[src/rtl/fpu_sched_pkg.sv]
// Shared types and constants for the FP multiplier issue scheduler.
// FPUMULS_SCHED_RAISE_EN adds exception bits to the result FIFO entry.
package fpu_sched_pkg;

  localparam int unsigned RES_W     = 33;
  localparam int unsigned RAISE_W   = 11;
  localparam int unsigned RM_W      = 3;
  localparam int unsigned PORT_W    = 2;   // covers up to four requesters
  localparam int unsigned TAG_MAX_W = 16;

  localparam logic [RM_W-1:0] RM_TRUNC     = 3'd0;
  localparam logic [RM_W-1:0] RM_NEAR_EVEN = 3'd1;
  localparam logic [RM_W-1:0] RM_NEAR_MAX  = 3'd2;
  localparam logic [RM_W-1:0] RM_NEAR_MIN  = 3'd3;
  localparam logic [RM_W-1:0] RM_AWAY      = 3'd4;
  localparam logic [RM_W-1:0] RM_UP        = 3'd5;
  localparam logic [RM_W-1:0] RM_DOWN      = 3'd6;

  typedef struct packed {
    logic                 vld;
    logic [PORT_W-1:0]    port;
    logic [TAG_MAX_W-1:0] tag;
  } shadow_t;

  typedef struct packed {
    logic [RES_W-1:0]     res;
    logic [PORT_W-1:0]    port;
    logic [TAG_MAX_W-1:0] tag;
`ifdef FPUMULS_SCHED_RAISE_EN
    logic [RAISE_W-1:0]   raise;
`endif
  } fifo_ent_t;

endpackage

[src/rtl/fpumuls_sched_fifo.sv]
// DEPTH-entry result FIFO with occupancy count; head is zero while empty.
module fpumuls_sched_fifo
  import fpu_sched_pkg::*;
#(
  parameter  int unsigned DEPTH = 4,
  localparam int unsigned AW    = $clog2(DEPTH),
  localparam int unsigned CW    = $clog2(DEPTH + 1)
) (
  input  logic          clk,
  input  logic          rst,
  input  logic          flush_i,
  input  logic          push_i,
  input  fifo_ent_t     push_data_i,
  input  logic          pop_i,
  output fifo_ent_t     head_o,
  output logic          vld_o,
  output logic [CW-1:0] count_o
);

  fifo_ent_t       mem_q [DEPTH];
  logic [AW-1:0]   wr_q, wr_d, rd_q, rd_d;
  logic [CW-1:0]   cnt_q, cnt_d;
  logic            do_push, do_pop;

  assign vld_o   = (cnt_q != '0);
  assign count_o = cnt_q;
  assign head_o  = vld_o ? mem_q[rd_q] : '0;
  assign do_push = push_i & ~flush_i;
  assign do_pop  = pop_i & vld_o & ~flush_i;

  always_comb begin
    wr_d  = wr_q;
    rd_d  = rd_q;
    cnt_d = cnt_q;
    if (flush_i) begin
      wr_d  = '0;
      rd_d  = '0;
      cnt_d = '0;
    end else begin
      if (do_push) wr_d = wr_q + AW'(1);
      if (do_pop)  rd_d = rd_q + AW'(1);
      if (do_push && !do_pop)      cnt_d = cnt_q + CW'(1);
      else if (!do_push && do_pop) cnt_d = cnt_q - CW'(1);
    end
  end

  always_ff @(posedge clk or posedge rst) begin
    if (rst) begin
      wr_q  <= '0;
      rd_q  <= '0;
      cnt_q <= '0;
    end else begin
      wr_q  <= wr_d;
      rd_q  <= rd_d;
      cnt_q <= cnt_d;
    end
  end

  always_ff @(posedge clk) begin
    if (do_push) mem_q[wr_q] <= push_data_i;
  end

  // Credits make this unreachable; a hit means the credit accounting broke.
  a_no_overflow: assert property (@(posedge clk) disable iff (rst)
    !(do_push && cnt_q == CW'(DEPTH)));

endmodule

[src/rtl/fpumuls_sched.sv]
// Round-robin issue scheduler and credit-protected result buffer for fpumuls.
// FPUMULS_SCHED_RAISE_EN adds rsp_raise_o, sticky raise_acc_o and raise_clr_i.
module fpumuls_sched
  import fpu_sched_pkg::*;
#(
  parameter  int unsigned NREQ  = 2,
  parameter  int unsigned LAT   = 4,
  parameter  int unsigned DEPTH = 4,
  parameter  int unsigned TAGW  = 6,
  localparam int unsigned PW    = $clog2(NREQ),
  localparam int unsigned CW    = $clog2(DEPTH + 1)
) (
  input  logic                       clk,
  input  logic                       rst,
  input  logic [NREQ-1:0]            req_vld_i,
  output logic [NREQ-1:0]            req_rdy_o,
  input  logic [NREQ-1:0][RES_W-1:0] req_a_i,
  input  logic [NREQ-1:0][RES_W-1:0] req_b_i,
  input  logic [NREQ-1:0]            req_copya_i,
  input  logic [NREQ-1:0][RM_W-1:0]  req_rmode_i,
  input  logic [NREQ-1:0][TAGW-1:0]  req_tag_i,
  output logic [RES_W-1:0]           mul_a_o,
  output logic [RES_W-1:0]           mul_b_o,
  output logic                       mul_copya_o,
  output logic                       mul_en_o,
  output logic [RM_W-1:0]            mul_rmode_o,
  input  logic [RES_W-1:0]           mul_res_i,
  input  logic [RAISE_W-1:0]         mul_raise_i,
  output logic                       rsp_vld_o,
  input  logic                       rsp_rdy_i,
  output logic [RES_W-1:0]           rsp_res_o,
  output logic [PW-1:0]              rsp_port_o,
  output logic [TAGW-1:0]            rsp_tag_o,
`ifdef FPUMULS_SCHED_RAISE_EN
  output logic [RAISE_W-1:0]         rsp_raise_o,
  output logic [RAISE_W-1:0]         raise_acc_o,
  input  logic                       raise_clr_i,
`endif
  input  logic                       flush_i,
  output logic                       busy_o
);

  logic [PW-1:0]    last_q, last_d, win, idx;
  logic             found, grant, push, pop;
  logic [CW-1:0]    inflight_q, inflight_d, fifo_cnt;
  logic [RES_W-1:0] mul_a_q, mul_a_d, mul_b_q, mul_b_d;
  logic             mul_copya_q, mul_copya_d, mul_en_q, mul_en_d;
  logic [RM_W-1:0]  mul_rmode_q, mul_rmode_d;
  logic [PW-1:0]    iss_port_q, iss_port_d;
  logic [TAGW-1:0]  iss_tag_q, iss_tag_d;
  shadow_t          shadow_q [LAT];
  shadow_t          shadow_d [LAT];
  fifo_ent_t        push_ent, head;
  logic             unused_head;

  // Round-robin search starting one past the last winner; credits gate the grant.
  always_comb begin
    win   = '0;
    idx   = '0;
    found = 1'b0;
    for (int unsigned k = 1; k <= NREQ; k++) begin
      idx = PW'((32'(last_q) + k) % NREQ);
      if (!found && req_vld_i[idx]) begin
        win   = idx;
        found = 1'b1;
      end
    end
    grant = found & ~rst & ~flush_i & ((32'(inflight_q) + 32'(fifo_cnt)) < DEPTH);
    req_rdy_o = '0;
    if (grant) req_rdy_o[win] = 1'b1;
  end

  assign push = shadow_q[LAT-1].vld;
  assign pop  = rsp_vld_o & rsp_rdy_i;

  always_comb begin
    last_d      = last_q;
    mul_a_d     = mul_a_q;
    mul_b_d     = mul_b_q;
    mul_copya_d = mul_copya_q;
    mul_rmode_d = mul_rmode_q;
    iss_port_d  = iss_port_q;
    iss_tag_d   = iss_tag_q;
    mul_en_d    = grant;
    inflight_d  = inflight_q;
    if (grant) begin
      last_d      = win;
      mul_a_d     = req_a_i[win];
      mul_b_d     = req_b_i[win];
      mul_copya_d = req_copya_i[win];
      mul_rmode_d = req_rmode_i[win];
      iss_port_d  = win;
      iss_tag_d   = req_tag_i[win];
    end
    if (flush_i)              inflight_d = '0;
    else if (grant && !push)  inflight_d = inflight_q + CW'(1);
    else if (!grant && push)  inflight_d = inflight_q - CW'(1);
  end

  // Shadow stage 0 tracks the op the multiplier samples on this edge.
  always_comb begin
    shadow_d[0].vld  = mul_en_q & ~flush_i;
    shadow_d[0].port = PORT_W'(iss_port_q);
    shadow_d[0].tag  = TAG_MAX_W'(iss_tag_q);
    for (int unsigned i = 1; i < LAT; i++) begin
      shadow_d[i]     = shadow_q[i-1];
      shadow_d[i].vld = shadow_q[i-1].vld & ~flush_i;
    end
  end

  always_ff @(posedge clk or posedge rst) begin
    if (rst) begin
      last_q      <= PW'(NREQ - 1);
      inflight_q  <= '0;
      mul_a_q     <= '0;
      mul_b_q     <= '0;
      mul_copya_q <= 1'b0;
      mul_en_q    <= 1'b0;
      mul_rmode_q <= '0;
      iss_port_q  <= '0;
      iss_tag_q   <= '0;
      for (int unsigned i = 0; i < LAT; i++) shadow_q[i] <= '0;
    end else begin
      last_q      <= last_d;
      inflight_q  <= inflight_d;
      mul_a_q     <= mul_a_d;
      mul_b_q     <= mul_b_d;
      mul_copya_q <= mul_copya_d;
      mul_en_q    <= mul_en_d;
      mul_rmode_q <= mul_rmode_d;
      iss_port_q  <= iss_port_d;
      iss_tag_q   <= iss_tag_d;
      for (int unsigned i = 0; i < LAT; i++) shadow_q[i] <= shadow_d[i];
    end
  end

  always_comb begin
    push_ent       = '0;
    push_ent.res   = mul_res_i;
    push_ent.port  = shadow_q[LAT-1].port;
    push_ent.tag   = shadow_q[LAT-1].tag;
`ifdef FPUMULS_SCHED_RAISE_EN
    push_ent.raise = mul_raise_i;
`endif
  end

  fpumuls_sched_fifo #(.DEPTH(DEPTH)) u_fifo (
    .clk         (clk),
    .rst         (rst),
    .flush_i     (flush_i),
    .push_i      (push),
    .push_data_i (push_ent),
    .pop_i       (pop),
    .head_o      (head),
    .vld_o       (rsp_vld_o),
    .count_o     (fifo_cnt)
  );

  assign mul_a_o     = mul_a_q;
  assign mul_b_o     = mul_b_q;
  assign mul_copya_o = mul_copya_q;
  assign mul_en_o    = mul_en_q;
  assign mul_rmode_o = mul_rmode_q;
  assign rsp_res_o   = head.res;
  assign rsp_port_o  = PW'(head.port);
  assign rsp_tag_o   = TAGW'(head.tag);
  assign busy_o      = (inflight_q != '0) || (fifo_cnt != '0);
  assign unused_head = ^{head.port, head.tag};

`ifdef FPUMULS_SCHED_RAISE_EN
  logic [RAISE_W-1:0] raise_acc_q, raise_acc_d;

  // Popped bits are ORed in after the clear so they survive a same-cycle clear.
  always_comb begin
    raise_acc_d = raise_clr_i ? '0 : raise_acc_q;
    if (pop) raise_acc_d = raise_acc_d | head.raise;
  end

  always_ff @(posedge clk or posedge rst) begin
    if (rst) raise_acc_q <= '0;
    else     raise_acc_q <= raise_acc_d;
  end

  assign rsp_raise_o = head.raise;
  assign raise_acc_o = raise_acc_q;
`else
  logic unused_raise;
  assign unused_raise = ^mul_raise_i;
`endif

endmodule

[config.mk]
export PLATFORM = sky130hd
export DESIGN_NAME = fpumuls_sched
export DESIGN_NICKNAME = d
export VERILOG_FILES = /design/src/rtl/fpu_sched_pkg.sv /design/src/rtl/fpumuls_sched_fifo.sv /design/src/rtl/fpumuls_sched.sv
export SDC_FILE = /design/constraint.sdc
export NUM_CORES = 1
export LEC_CHECK = 0
export CORE_ASPECT_RATIO = 1.2
export CORE_MARGIN = 5
export CORE_UTILIZATION = 50
export DETAILED_ROUTE_END_ITERATION = 8
export GPL_TIMING_DRIVEN = 0
export PLACE_DENSITY_LB_ADDON = 0.25
export SLEW_MARGIN = 20
export SYNTH_ARGS = -nofsm -noshare
export SYNTH_HDL_FRONTEND = slang
export SYNTH_HIERARCHICAL = 1
export SYNTH_SLANG_ARGS = --single-unit
[constraint.sdc]
create_clock -name clk -period 5.5 [get_ports clk]
set_input_delay 1.65 -clock clk [delete_from_list [all_inputs] [get_ports clk]]
set_output_delay 1.65 -clock clk [all_outputs]
set_load 0.01 [all_outputs]
==> results of run 1 <==
## metal layers
| metal | track usage, % | up-vias | routed length, um |
|---|---|---|---|
| li1 | - | 3319 | - |
| met1 | 26.4 | 3526 | 10500 |
| met2 | 38.6 | 267 | 14500 |
| met3 | 7.16 | 33 | 2630 |
| met4 | 3.92 | 0 | 370 |
| met5 | 0 | - | 0 |
## worst max-delay path, delay by kind of cell
kind                   cells  cell delay [ns]
buffers and inverters      5             1.80
AOI/OAI and AO/OA          1             0.20
and+or+nand+nor            1             0.06
## state kept, by name, indices dropped and copies added (netlist names)
name            flops
mul_copya_o         1
mul_b_o            33
u_fifo/mem_q      160
u_fifo/count_o      3
mul_rmode_o         3
mul_en_o            1
inflight_q          3
push_ent            7
last_q              1
u_fifo/rd_q         2
iss_tag_q           6
shadow_q            3
mul_a_o            33
shadow_d           21
iss_port_q          1
push                1
u_fifo/wr_q         2
## stage by stage
step	setup slack (ns)	power (mW)	hold WS, ns
after global placement	-0.949	3.40	0.334
after detailed placement	-0.392	3.42	0.335
final	0.146	5.33	0.348
after CTS	0.115	5.39	0.348
after global routing	0.00493	5.57	0.353
after floorplan	0.836	2.85	0.331
## worst max path at each step
stage / startpoint / end / slack (ns) / cells past startpoint
finish: req_vld_i[1] / req_rdy_o[0] / 0.15 / 7
global route: req_vld_i[1] / req_rdy_o[0] / 0.005 / 7
CTS: flush_i / req_rdy_o[0] / 0.11 / 7
detailed placement: flush_i / req_rdy_o[0] / -0.39 / 7
global placement: rst / shadow_d[2]$_DFF_PP0_ / -0.95 / 2
floorplan: rst / inflight_q[0]$_DFFE_PP0P_ / 0.84 / 1
## area by class of cell
cell class,instances,area (um^2)
Multi-Input combinational cell,381,3170
Clock buffer,37,827
Tap cell,279,349
Sequential cell,281,7830
Inverter,12,50.0
Clock inverter,15,155
Timing Repair Buffer,310,3160
Buffer,45,278
Fill cell,1508,6550
## power by group through the flow
stage	clock (mW)	combinational, mW	sequential, mW
2_1_floorplan	0	0.261	2.59
3_3_place_gp	0	0.859	2.54
3_5_place_dp	0	0.868	2.55
4_1_cts	2.00	0.875	2.52
5_1_grt	2.09	0.937	2.54
6_report	1.96	0.861	2.51
## timing repair
item | in CTS | in global routing
pin swaps | 0 | 1
hold buffers | 0 | 0
gates resized for setup | 9 | 0
endpoints found under the setup margin | 2 | 1
==> impl_metrics.json, run 1 <==
{
  "numPortBuffers": 305,
  "crit_type": "input pin to primary output",
  "io_pins": 317,
  "placement.cell_area_um2": 14800,
  "finalSetupTns_ns": 0,
  "start_util_pct": 50.5,
  "clock.fmax_mhz": 187,
  "cp.arrival_ns": 3.70,
  "mostFrequentLayoutCell": "clkdlybuf4s50_1",
  "diodes": 0,
  "syn_inst": 720,
  "cp-end-kind": "primary output",
  "slew_headroom_pct": 31.6,
  "final_cell_mix": "clkdlybuf4s50_1 (302), edfxtp_1 (160), dfrtp_1 (120)",
  "power_frac_seq_pct": 47.2,
  "die_h_um": 175,
  "vias": 7145,
  "clk_pin_slew_ns": 0.06,
  "cp-start-kind": "input pin",
  "worstMarginPinSlew_ns": 1.03,
  "rows": 60,
  "status": "finished clean",
  "clkPwrFrac_pct": 36.7,
  "regToRegSetupSlack_ns": 2.31,
  "totalWireLength_um": 28000,
  "nets": 1269,
  "comb_power_share_pct": 16.1,
  "cts_buffers": 28,
  "htreeDepth": 1,
  "worstSkewPairLatency_ns": 0.52,
  "r2r-start": "u_fifo/count_o[0]$_DFFE_PP0P_",
  "antenna_found_initial": 0,
  "area_delta_synth_final_pct": 39.9,
  "p_int_mw": 4.09,
  "finalHoldViolCount": 0,
  "fin_util_pct": 70.7,
  "p_leak_nw": 6.12,
  "holdPathStages": 0,
  "cts_root_buf": "clkbuf_16",
  "post-cts-setup-buffer-count": 0,
  "yosysWarningCount": 6,
  "drv_slew": 0,
  "drt-initial-drc-count": 309,
  "syn_area_per_cell_um2": 15.7,
  "antenna_left": 0,
  "drc_errors": 0,
  "crit_path_max_incr_delay_ns": 0.54,
  "cts_num_sinks": 281,
  "vias_per_cell": 5.25,
  "required_ns": 3.85,
  "netlist_area_um2": 11300,
  "cts_buffer_depth": 3,
  "p_switching_mw": 1.24,
  "switching_share_pct": 23.3,
  "dp_cells": 1309,
  "drtPass1Iterations": 4,
  "critical_path.max_fanout": 10,
  "worstHoldEndpoint": "push_ent[5]$_DFF_PP0_",
  "crit_chain": "clkdlybuf4s50_1 -> a21boi_0 -> clkbuf_2 -> buf_4 -> buf_4 -> nor2_1 -> clkdlybuf4s50_1",
  "drive_gt1_share_pct": 11.1,
  "dieArea_um2": 25700,
  "cap_violations": 0,
  "gp_congestion": 0.805,
  "ir_drop_mv": 0.239,
  "grt_first_pass_wirelength_um": 43700,
  "power_density_nw_per_um2": 337,
  "r2r-end": "u_fifo/count_o[1]$_DFFE_PP0P_",
  "stdcell_count": 1360,
  "rr_worst_depth": 11,
  "finalInstanceArea_um2": 15800,
  "rsz0062_at_grt": "no",
  "die_x_um": 147,
  "layout_min_cycle_time_ns": 5.35,
  "wire_per_inst_um": 20.6,
  "skew_ns": 0.0147,
  "syn_nets": 930,
  "grt_overflow": 0,
  "grt_max_degree": 81,
  "dp_hpwl_um": 20700,
  "core_area_um2": 22400,
  "finalSetupViolations": 0,
  "hold_class": "register to register",
  "grt_pass1_vias": 7718,
  "slowest_stage": "clkdlybuf4s50_1",
  "fin_crit_sh_pct": 97.3,
  "cts_tree": "built",
  "grt.total_usage_pct": 21.8,
  "holdCritStartpoint": "shadow_d[5]$_DFF_PP0_"
}
Power figures use the tool's default switching activity.
==> run 2, diff against run 1 <==
--- a/config.mk
+++ b/config.mk
@@ -5,9 +5,11 @@
 export SDC_FILE = /design/constraint.sdc
 export NUM_CORES = 1
 export LEC_CHECK = 0
+export CELL_PAD_IN_SITES_DETAIL_PLACEMENT = 1
+export CELL_PAD_IN_SITES_GLOBAL_PLACEMENT = 1
 export CORE_ASPECT_RATIO = 1.2
 export CORE_MARGIN = 5
-export CORE_UTILIZATION = 50
+export CORE_UTILIZATION = 41
 export DETAILED_ROUTE_END_ITERATION = 8
 export GPL_TIMING_DRIVEN = 0
 export PLACE_DENSITY_LB_ADDON = 0.25
==> impl_metrics.json, run 2 (synthesis gave the netlist of run 1 again) <==
{
  "crit_cells": 7,
  "vias": 7238,
  "switching_share_pct": 23.9,
  "pre_cts_ws_ns": -0.442,
  "required_ns": 3.85,
  "io_pins": 317,
  "power_mw": 5.27,
  "antenna_left": 0,
  "cp_num_buf_inv": 5,
  "finalInstanceArea_um2": 15800,
  "slowest_stage": "clkdlybuf4s50_1",
  "drtPass1Iterations": 5,
  "clkPwrFrac_pct": 36.0,
  "p_switching_mw": 1.26,
  "drv_slew": 0,
  "gp_congestion": 0.784,
  "crit_path_start": "req_vld_i[1]",
  "htreeDepth": 1,
  "r2r-start": "u_fifo/count_o[0]$_DFFE_PP0P_",
  "max_flop_register": "u_fifo/mem_q",
  "clk_pin_slew_ns": 0.06,
  "grt.total_usage_pct": 19.8,
  "finalHoldViolCount": 0,
  "core_area_um2": 27200,
  "power_frac_seq_pct": 47.7,
  "cts_root_buf": "clkbuf_16",
  "rsz0062_at_grt": "no",
  "die_x_um": 162,
  "layout_min_cycle_time_ns": 5.29,
  "cp-start-kind": "input pin",
  "vias_per_cell": 5.09,
  "regToRegSetupSlack_ns": 2.16,
  "r2r-end": "u_fifo/count_o[2]$_DFFE_PP0P_",
  "ir_drop_mv": 0.175,
  "drt-initial-drc-count": 271,
  "mostFrequentLayoutCell": "clkdlybuf4s50_1",
  "slew_headroom_pct": 42.2,
  "comb_power_share_pct": 16.4,
  "worstMarginPinSlew_ns": 0.867,
  "worstSkewPairLatency_ns": 0.53,
  "grt_max_degree": 80,
  "cts_buffer_depth": 3,
  "power_density_nw_per_um2": 333,
  "ctsHoldBuffers": 0,
  "finalSetupTns_ns": 0,
  "fin_crit_sh_pct": 96.3,
  "cp-end-kind": "primary output",
  "clock.fmax_mhz": 189,
  "status": "finished clean",
  "p_int_mw": 4.01,
  "drc_errors": 0,
  "cts_tree": "built",
  "placement.cell_area_um2": 14900,
  "grt_first_pass_wirelength_um": 47200,
  "cap_violations": 0,
  "fillCellCount": 2605,
  "skew_ns": 0.0111,
  "start_util_pct": 41.6,
  "grt_overflow": 0,
  "final_cell_mix": "clkdlybuf4s50_1 (302), edfxtp_1 (160), dfrtp_1 (120)",
  "crit_path_max_incr_delay_ns": 0.50,
  "largest_reg_flops": 160,
  "finalSetupViolations": 0,
  "wire_per_inst_um": 21.7,
  "hold_class": "register to register",
  "p_leak_nw": 6.07,
  "area_delta_synth_final_pct": 40.0,
  "cts_buffers": 28,
  "critical_path.max_fanout": 10,
  "endpoint": "req_rdy_o[0]",
  "cp.arrival_ns": 3.64,
  "grt_pass1_vias": 8038,
  "crit_family": "buffers and inverters",
  "crit_type": "input pin to primary output",
  "rr_worst_depth": 11,
  "rows": 66,
  "dieArea_um2": 31000,
  "totalWireLength_um": 30900,
  "nets": 1268,
  "drive_gt1_share_pct": 10.3,
  "antenna_found_initial": 3,
  "crit_chain": "clkdlybuf4s50_1 -> a21boi_0 -> clkbuf_2 -> buf_4 -> buf_4 -> nor2_1 -> clkdlybuf4s50_1",
  "numPortBuffers": 305,
  "cts_num_sinks": 281,
  "die_h_um": 192,
  "setup_ws_ns": 0.206,
  "dp_hpwl_um": 22900
}
-- run 2: layout make-up --
class	count	area [um^2]	area share, %
Antenna cell	3	7.51	0.0474
Buffer	46	283	1.79
Clock buffer	41	769	4.86
Clock inverter	10	153	0.964
Inverter	12	50.0	0.316
Multi-Input combinational cell	381	3180	20.1
Sequential cell	281	7830	49.5
Tap cell	340	425	2.69
Timing Repair Buffer	308	3130	19.8
-- run 2: worst min path at each step --
stage	from	endpoint	slack [ns]	depth (start not counted)
after floorplan	shadow_d[0]$_DFF_PP0_	push_ent[0]$_DFF_PP0_	0.33	0
after global placement	shadow_d[5]$_DFF_PP0_	push_ent[5]$_DFF_PP0_	0.33	0
after detailed placement	shadow_d[0]$_DFF_PP0_	push_ent[0]$_DFF_PP0_	0.34	0
after CTS	shadow_d[43]$_DFF_PP0_	shadow_d[24]$_DFF_PP0_	0.34	0
after global routing	shadow_d[43]$_DFF_PP0_	shadow_d[24]$_DFF_PP0_	0.34	0
final	shadow_d[43]$_DFF_PP0_	shadow_d[24]$_DFF_PP0_	0.34	0
-- run 2: repair_timing --
item                                    CTS  global route
endpoints found under the setup margin    2             1
pin swaps                                 0             1
gates cloned                              0             0
buffers inserted                          0             0
hold endpoints to repair                  0             0
gates resized for setup                   9             0
-- run 2: through the flow --
| step | hold WS (ns) | util, % | std cells |
|---|---|---|---|
| after floorplan | 0.331 | - | 720 |
| after global placement | 0.332 | 54.4 | 1365 |
| after detailed placement | 0.336 | 54.8 | 1368 |
| after CTS | 0.337 | 58.2 | 1419 |
| after global routing | 0.340 | 58.2 | 1419 |
| final | 0.338 | 58.3 | 1422 |
-- run 2: power by group through the flow --
stage	Combinational (mW)	Sequential [mW]	Clock, mW
floorplan	0.261	2.59	0
global placement	0.863	2.54	0
detailed placement	0.877	2.56	0
CTS	0.884	2.52	1.96
global route	0.940	2.54	2.05
finish	0.864	2.51	1.90
-- run 2: metal layers --
metal / wire length [um] / vias up / global-route usage, %
met2: 15800 / 277 / 35.0
met4: 693 / 2 / 5.19
li1: - / 3319 / -
met3: 2910 / 49 / 7.19
met1: 11500 / 3591 / 23.0
met5: 11 / - / 0
